## src/rtl/shift_register_receiver_if.sv

```systemverilog
// Serial receiver port bundle: bit-stream inputs, held-word handshake and status outputs.
interface shift_register_receiver_if #(
  parameter int unsigned WIDTH = 4
);
  logic                     ShiftEnable;
  logic                     ShiftInput;
  logic                     Direction;
  logic                     Clear;
  logic                     DataAck;
  logic [WIDTH-1:0]         dataBus;
  logic                     DataValid;
  logic                     Busy;
  logic [$clog2(WIDTH)-1:0] BitCount;
  logic                     Overrun;

  modport master (
    output ShiftEnable, ShiftInput, Direction, Clear, DataAck,
    input  dataBus, DataValid, Busy, BitCount, Overrun
  );

  modport slave (
    input  ShiftEnable, ShiftInput, Direction, Clear, DataAck,
    output dataBus, DataValid, Busy, BitCount, Overrun
  );
endinterface

```

## src/rtl/shift_register_receiver.sv

```systemverilog
// Serial-to-parallel receiver: assembles WIDTH-bit frames MSB- or LSB-first and holds the last
// completed word behind a valid/ack handshake with sticky overrun reporting.
module shift_register_receiver #(
  parameter int unsigned WIDTH = 4
) (
  input logic                      clockPulse,
  input logic                      Reset,
  shift_register_receiver_if.slave bus
);
  localparam int unsigned CntW = $clog2(WIDTH);
  localparam logic [CntW-1:0] LastCount = CntW'(WIDTH - 1);

  typedef enum logic [0:0] {StIdle, StRecv} state_e;

  state_e           stateQ, stateD;
  logic [WIDTH-1:0] shregQ, shregD;
  logic [CntW-1:0]  countQ, countD;
  logic             dirQ, dirD;
  logic [WIDTH-1:0] dataQ, dataD;
  logic             validQ, validD;
  logic             overrunQ, overrunD;

  logic             dirEff;
  logic [WIDTH-1:0] newWord;
  logic             complete;

  always_comb begin
    stateD   = stateQ;
    shregD   = shregQ;
    countD   = countQ;
    dirD     = dirQ;
    dataD    = dataQ;
    validD   = validQ;
    overrunD = overrunQ;
    complete = 1'b0;

    // Direction is sampled only on the first bit of a frame.
    dirEff  = (stateQ == StIdle) ? bus.Direction : dirQ;
    newWord = dirEff ? {bus.ShiftInput, shregQ[WIDTH-1:1]}
                     : {shregQ[WIDTH-2:0], bus.ShiftInput};

    if (bus.Clear) begin
      stateD   = StIdle;
      shregD   = '0;
      countD   = '0;
      validD   = 1'b0;
      overrunD = 1'b0;
    end else begin
      if (bus.ShiftEnable) begin
        dirD = dirEff;
        if (countQ == LastCount) begin
          complete = 1'b1;
          stateD   = StIdle;
          shregD   = '0;
          countD   = '0;
          if (!validQ || bus.DataAck) begin
            dataD  = newWord;
            validD = 1'b1;
          end else begin
            overrunD = 1'b1;
          end
        end else begin
          stateD = StRecv;
          shregD = newWord;
          countD = countQ + CntW'(1);
        end
      end
      if (!complete && bus.DataAck && validQ) begin
        validD = 1'b0;
      end
    end
  end

  always_ff @(posedge clockPulse or negedge Reset) begin
    if (!Reset) begin
      stateQ   <= StIdle;
      shregQ   <= '0;
      countQ   <= '0;
      dirQ     <= 1'b0;
      dataQ    <= '0;
      validQ   <= 1'b0;
      overrunQ <= 1'b0;
    end else begin
      stateQ   <= stateD;
      shregQ   <= shregD;
      countQ   <= countD;
      dirQ     <= dirD;
      dataQ    <= dataD;
      validQ   <= validD;
      overrunQ <= overrunD;
    end
  end

  assign bus.dataBus   = dataQ;
  assign bus.DataValid = validQ;
  assign bus.Busy      = (stateQ == StRecv);
  assign bus.BitCount  = countQ;
  assign bus.Overrun   = overrunQ;
endmodule

```

## src/flat_wrapper.sv

```systemverilog
// flat-port wrapper written by rule: the top's interface ports become plain ports
module shift_register_receiver_flat 
#(
  parameter int unsigned WIDTH = 4
)
  (clockPulse, Reset, bus_ShiftEnable, bus_ShiftInput, bus_Direction, bus_Clear, bus_DataAck, bus_dataBus, bus_DataValid, bus_Busy, bus_BitCount, bus_Overrun);
  shift_register_receiver_if #(.WIDTH(WIDTH)) bus_i ();
  input logic clockPulse;
  input logic Reset;
  input wire logic [$bits(bus_i.ShiftEnable)-1:0] bus_ShiftEnable;
  input wire logic [$bits(bus_i.ShiftInput)-1:0] bus_ShiftInput;
  input wire logic [$bits(bus_i.Direction)-1:0] bus_Direction;
  input wire logic [$bits(bus_i.Clear)-1:0] bus_Clear;
  input wire logic [$bits(bus_i.DataAck)-1:0] bus_DataAck;
  output wire logic [$bits(bus_i.dataBus)-1:0] bus_dataBus;
  output wire logic [$bits(bus_i.DataValid)-1:0] bus_DataValid;
  output wire logic [$bits(bus_i.Busy)-1:0] bus_Busy;
  output wire logic [$bits(bus_i.BitCount)-1:0] bus_BitCount;
  output wire logic [$bits(bus_i.Overrun)-1:0] bus_Overrun;
  assign bus_i.ShiftEnable = bus_ShiftEnable;
  assign bus_i.ShiftInput = bus_ShiftInput;
  assign bus_i.Direction = bus_Direction;
  assign bus_i.Clear = bus_Clear;
  assign bus_i.DataAck = bus_DataAck;
  assign bus_dataBus = bus_i.dataBus;
  assign bus_DataValid = bus_i.DataValid;
  assign bus_Busy = bus_i.Busy;
  assign bus_BitCount = bus_i.BitCount;
  assign bus_Overrun = bus_i.Overrun;
  shift_register_receiver #(.WIDTH(WIDTH)) u_core (.clockPulse(clockPulse), .Reset(Reset), .bus(bus_i));
endmodule
```

## config.mk

```make
export PLATFORM = sky130hd
export DESIGN_NAME = shift_register_receiver_flat
export DESIGN_NICKNAME = d
export VERILOG_FILES = /design/src/rtl/shift_register_receiver_if.sv /design/src/rtl/shift_register_receiver.sv /design/src/flat_wrapper.sv
export SDC_FILE = /design/constraint.sdc
export NUM_CORES = 1
export LEC_CHECK = 0
export ABC_AREA = 1
export CAP_MARGIN = 0
export CELL_PAD_IN_SITES_DETAIL_PLACEMENT = 1
export CELL_PAD_IN_SITES_GLOBAL_PLACEMENT = 1
export CORE_AREA = 5 5 50 52
export DETAILED_ROUTE_END_ITERATION = 8
export DIE_AREA = 0 0 55 57
export PLACE_DENSITY_LB_ADDON = 0.25
export SLEW_MARGIN = 10
export SYNTH_ARGS = -nofsm -noshare
export SYNTH_HDL_FRONTEND = slang
export SYNTH_SLANG_ARGS = --single-unit
```

## constraint.sdc

```tcl
create_clock -name clockPulse -period 1.96 [get_ports clockPulse]
set_clock_uncertainty 0.1 [all_clocks]
set_input_delay 0.196 -clock clockPulse [delete_from_list [all_inputs] [get_ports clockPulse]]
set_output_delay 0.196 -clock clockPulse [all_outputs]
set_load 0.03 [all_outputs]
```

==> After elaboration in Yosys (flattened, before gate mapping) <==
Index checks and enable logic that the tools add are counted.
{ "totals": {"output_inout_bits": 9, "inputBits": 7, "mem_count": 0, "ram_bits": 0, "wordCells": 48, "latch_bits": 0, "ff_bits": 14, "romBits": 0} }
{ "op_classes": {"eq_ne": 2, "mux": 23, "add_sub_neg": 1, "n_bitwise": 1, "n_div": 0, "n_shift": 0, "reduce_logical": 14, "order_cmp": 0, "n_mul": 0} }
{ "op_table": {"columns": ["op", "count"], "rows": [
  ["$mux 1", 16],
  ["$mux 4", 4],
  ["$reduce_bool 3->1", 3],
  ["$mux 2", 3],
  ["$reduce_and 3->1", 2],
  ["$reduce_and 4->1", 1],
  ["$reduce_bool 2->1", 2],
  ["$add 2x1->2 const B", 1],
  ["$eq 2x2->1 const B", 1],
  ["$logic_and 1x1->1", 2],
  ["$logic_not 1->1", 2],
  ["$ne 2x2->1 const B", 1],
  ["$reduce_and 2->1", 1],
  ["$logic_or 1x1->1", 1],
  ["$not 1->1", 1]
]} }

==> Logic depth before layout (Yosys ltp) <==
Gate-level depths: netlist of the first run.
{ "logic_depth": {"depth_word": 9, "ltp_mapped": 7, "ltp_nobuf": 7} }

==> Least setup slack after synthesis of the first run <==
No wires, ideal clock.
{ "synth_path": {"kind": "reg-to-reg", "startpoint": "register u_core.countQ[0], in the netlist u_core.bus.BitCount[0]", "endpoint": "register u_core.dataQ[0], in the netlist u_core.bus.dataBus[0]", "setup_slack_ps": 515, "t_required_ps": 1743, "period_less_slack_ps": 1445, "path_buffers": 0, "stages_incl_launch_ff": 7, "setup_ps": 117, "t_arrival_ps": 1227, "path_cell_list": "dfrtp_1 -> ha_1 -> nand3_1 -> nor2_4 -> inv_2 -> nand2_1 -> nand2_1"} }
{ "synth_between": {"elab_chain_cells": 2} }
{ "synth_lines": {"columns": ["element", "line", "source"], "rows": [
  ["from (decl)", "shift_register_receiver.sv:17", "logic [CntW-1:0] countQ, countD;"],
  ["from (signal assigned)", "shift_register_receiver.sv:86", "countQ <= countD;"],
  ["$eq 2x2->1", "shift_register_receiver.sv:51", "if (countQ == LastCount) begin"],
  ["$reduce_and 4->1 (no source line)", null, null],
  ["to (signal assigned)", "shift_register_receiver.sv:88", "dataQ <= dataD;"],
  ["to (decl)", "shift_register_receiver.sv:19", "logic [WIDTH-1:0] dataQ, dataD;"]
]} }
No other way between the ends.
A chain may end at the register's enable or synchronous reset.

==> Worst setup path in the final report of the first run <==
{ "layout_path": {"startpoint": "register u_core.stateQ, in the netlist u_core.bus.Busy", "endpoint": "output bus_Busy"} }
{ "layout_lines": {"columns": ["element", "line", "source"], "rows": [
  ["from (decl)", "shift_register_receiver.sv:15", "state_e stateQ, stateD;"],
  ["from (signal assigned)", "shift_register_receiver.sv:76", "stateQ <= StIdle;"],
  ["from (signal assigned)", "shift_register_receiver.sv:84", "stateQ <= stateD;"],
  ["to (decl)", "flat_wrapper.sv:17", "output wire logic [$bits(bus_i.Busy)-1:0] bus_Busy;"]
]} }
No word-level cell between the ends.

==> results.md, run 1 <==
- Status: finished clean
- Adder-cell area share of the yosys netlist: 1.88%
- Postcts setup bufs: 0
- Top cell family by delay on the critical path: buffers and inverters
- Via count: roughly 600
- Commonest non-fill, non-tap cell in the layout: nand2_1
- DRT Pass-1 Iters: 4
- Layout cell share with drive strength beyond 1: 8.65%
- Ports: 16
- # H-tree levels: 1
- Post-cts sizing count: 0
- Top Layer Used: met4
- Int Pwr: approximately 620 uW
- Vias/cell: roughly 4.6
- Clk root buf: clkbuf_4
- CP arrival: 1.39 ns
- Mux cell area share after synthesis: 0%
- Hold Path Class: input port to async pin
- IO buf count: 15
- Number of global-route vias before repair: around 640
- Hold Vio Cnt, Final: 0
- CP required: ~1.7 ns
- Non-filler instance count after layout: between 100 and 150
- Worst skew pair latency: 0.29 ns
- Reg2Reg Setup Slack: around 0.6 ns
- DP Cell Count: ~130
- Final setup violation count: 0
- Worst VDD drop: roughly 0.00067 V
- Reg-to-reg startpoint: u_core.bus.BitCount[0]
- CTS Sinks: 14
- Die area: ~0.0031 mm^2
- Filler Cells Inserted: 260
- Max transition margin: between 50% and 60%
- Max clock buf depth: 2
- # DRC: 0
- DIE HEIGHT: roughly 57 um
- FMAX: 593 MHz
- RSZ-0062 raised after global routing: false
- Synth warnings: 0
- Clock Pin Slew Worst Setup and Hold Paths: ~0.090 ns
- Number of routed nets with antenna violations: 0
- Crit start category: flop
- Routed wl met2: around 720 um
- Share of the synthesized area in the top cell type: a little over half
- Simple-gate share of the synthesized area: about a third
- Reg2reg end: u_core.bus.dataBus[1]
- Setup CP Type: flop to output pin
- CP bufs+invs: 1
- Post-synth cell types: 12
- Routability cong.: approximately 0.75
- Mean post-synth cell area: just under 8 um^2
- Largest family of logic cells by synthesized area: simple AND/OR/NAND/NOR gates
- Multi-input logic area: between 200 and 300 um^2
- Clock share of power: about 22%
- Net Sw Power: 368 uW
- Flop pwr share: 40.2%
- Overflow after GRT: 0
- Post-DP HPWL: around 1200 um
- Critical-path maximum fanout: 4
- First-pass GRT wire length: 2680 um
- Met3 wire len: about 62 um
- Hold_buf cts: 0
- CTS tree: yes
- CP peak stage delay: around 0.7 ns
- R2R cell count: 6
- Setup TNS: 0 ns
- Synth Area in Compound Gates: roughly 3.6%
- Netlist Area Pre-Place: around 670 um^2
- Pleak: 0.000473 uW
- Starting Density: between 30% and 40%
- Sw Share: 37.2%
- # Max-Cap Violations: 0
- Largest net degree at the start of global routing: 15
- CP endpoint: bus_Busy
- Cell row count: 17
- Total track usage: 12.3%
- Overall power: between 900 and 1000 uW
- Fin crit period: 1.69 ns
- Setup crit end kind: output pin
- Num CTS Buffers: 3
- Most frequent cells in the layout: nand2_1 (31), nand3_1 (18), clkdlybuf4s50_1 (15), dfrtp_1 (14), inv_1 (12)
- Synth Instances: between 80 and 90
- Drt wl/cell: around 12 um
- Combinational share of power: 38.2%
- Critical path's slowest cell: clkdlybuf4s50_1
- Top cells by area, synth: dfrtp_1 (53%), nand2_1 (17%), nand3_1 (14%)
- Synth Net Count: 93
- Register area: approximately 350 um^2
- Post-Synth XOR/XNOR Area: 0%
- Critical path origin: u_core.bus.Busy
- Critical-path cell list: clkdlybuf4s50_1
- Worst Tran Pin Value: approximately 0.65 ns
- WL final: about 1600 um
- DIE WIDTH: 55 um
- DR iter-0 viols: 5
- PwrDens: 1110 mW/mm^2
- Diodes inserted: 0
- Nets: ~110
- Final critical-path share of the clock period: between 80% and 90%
- Final slew viol count: 0
- Seq/Total Area, Yosys: between 50% and 60%
- Seq cells post-synth: 14
- Core area: 0.00206 mm^2
- Number of antenna violations at the first check in global routing: 0
- Wl on met1: roughly 730 um
- Crit. path cell count: 1
- Area Growth Syn to Fin: 33.2%
- Area leader, netlist: dfrtp_1
[registers in the layout (all words and copies together) (netlist names)]
name and cells:
u_core.bus.Busy 1, u_core.bus.BitCount 2, u_core.dirQ 1, u_core.bus.DataValid 1, u_core.bus.dataBus 4, u_core.bus.Overrun 1, u_core.shregQ 4
[metal layers]
metal  vias to the layer above  track usage, %
li1                        307               -
met1                       281            15.1
met2                        10            18.4
met3                         5            2.35
met4                         0            9.38
met5                         -               0
[cells in the mapped netlist, drive strengths merged]
library cell and count:
ha 1, inv 15, nand2 31, dfrtp 14
o21ai 2, o21a 1, o22ai 1, nor2 2
nand3 18
[kinds of logic after synthesis]
logic type	count (synthesis)
DFF	14
AOI/OAI and AO/OA	4
buffers and inverters	15
adders and majority gates	1
and+or+nand+nor	51
[worst min path at each step]
stage	depth (start not counted)	end	slack, ns
final	1	u_core.bus.BitCount[0]	0.20
after global routing	1	u_core.bus.BitCount[0]	0.23
after CTS	1	u_core.bus.BitCount[0]	0.20
after detailed placement	2	u_core.shregQ[0]	0.37
after global placement	2	u_core.shregQ[3]	0.36
after floorplan	0	u_core.bus.BitCount[0]	-0.20
[cell type report]
class | count | area share (%)
Sequential cell | 14 | 39.4
Multi-Input combinational cell | 56 | 29.3
Timing Repair Buffer | 15 | 16.9
Inverter | 15 | 6.34
Clock buffer | 4 | 4.08
Tap cell | 28 | 3.94
[stage by stage]
stage / setup slack [ns] / hold slack [ns] / cell area [um^2] / utilization (%)
3_3_place_gp: 0.542 / 0.363 / 852 / 41.3
2_1_floorplan: 0.515 / -0.200 / 667 / -
3_5_place_dp: 0.509 / 0.373 / 852 / 41.3
4_1_cts: 0.251 / 0.204 / 888 / 43.1
5_1_grt: 0.209 / 0.230 / 888 / 43.1
6_report: 0.273 / 0.196 / 888 / 43.1
[power groups by stage]
stage,clock [uW],combinational (uW),sequential (uW)
after floorplan,0,113,507
after global placement,0,378,401
after detailed placement,0,382,405
after CTS,227,384,399
after global routing,247,409,411
final,214,377,398
(Power assumes the default switching activity.)
==> run 2: changes to the inputs <==
--- a/config.mk
+++ b/config.mk
@@ -13,6 +13,7 @@
 export DETAILED_ROUTE_END_ITERATION = 8
 export DIE_AREA = 0 0 55 57
 export PLACE_DENSITY_LB_ADDON = 0.25
+export REMOVE_ABC_BUFFERS = 1
 export SLEW_MARGIN = 10
 export SYNTH_ARGS = -nofsm -noshare
 export SYNTH_HDL_FRONTEND = slang
==> results of run 2 <==
No change in the layout: final DEF, timing and power equal those of run 1.
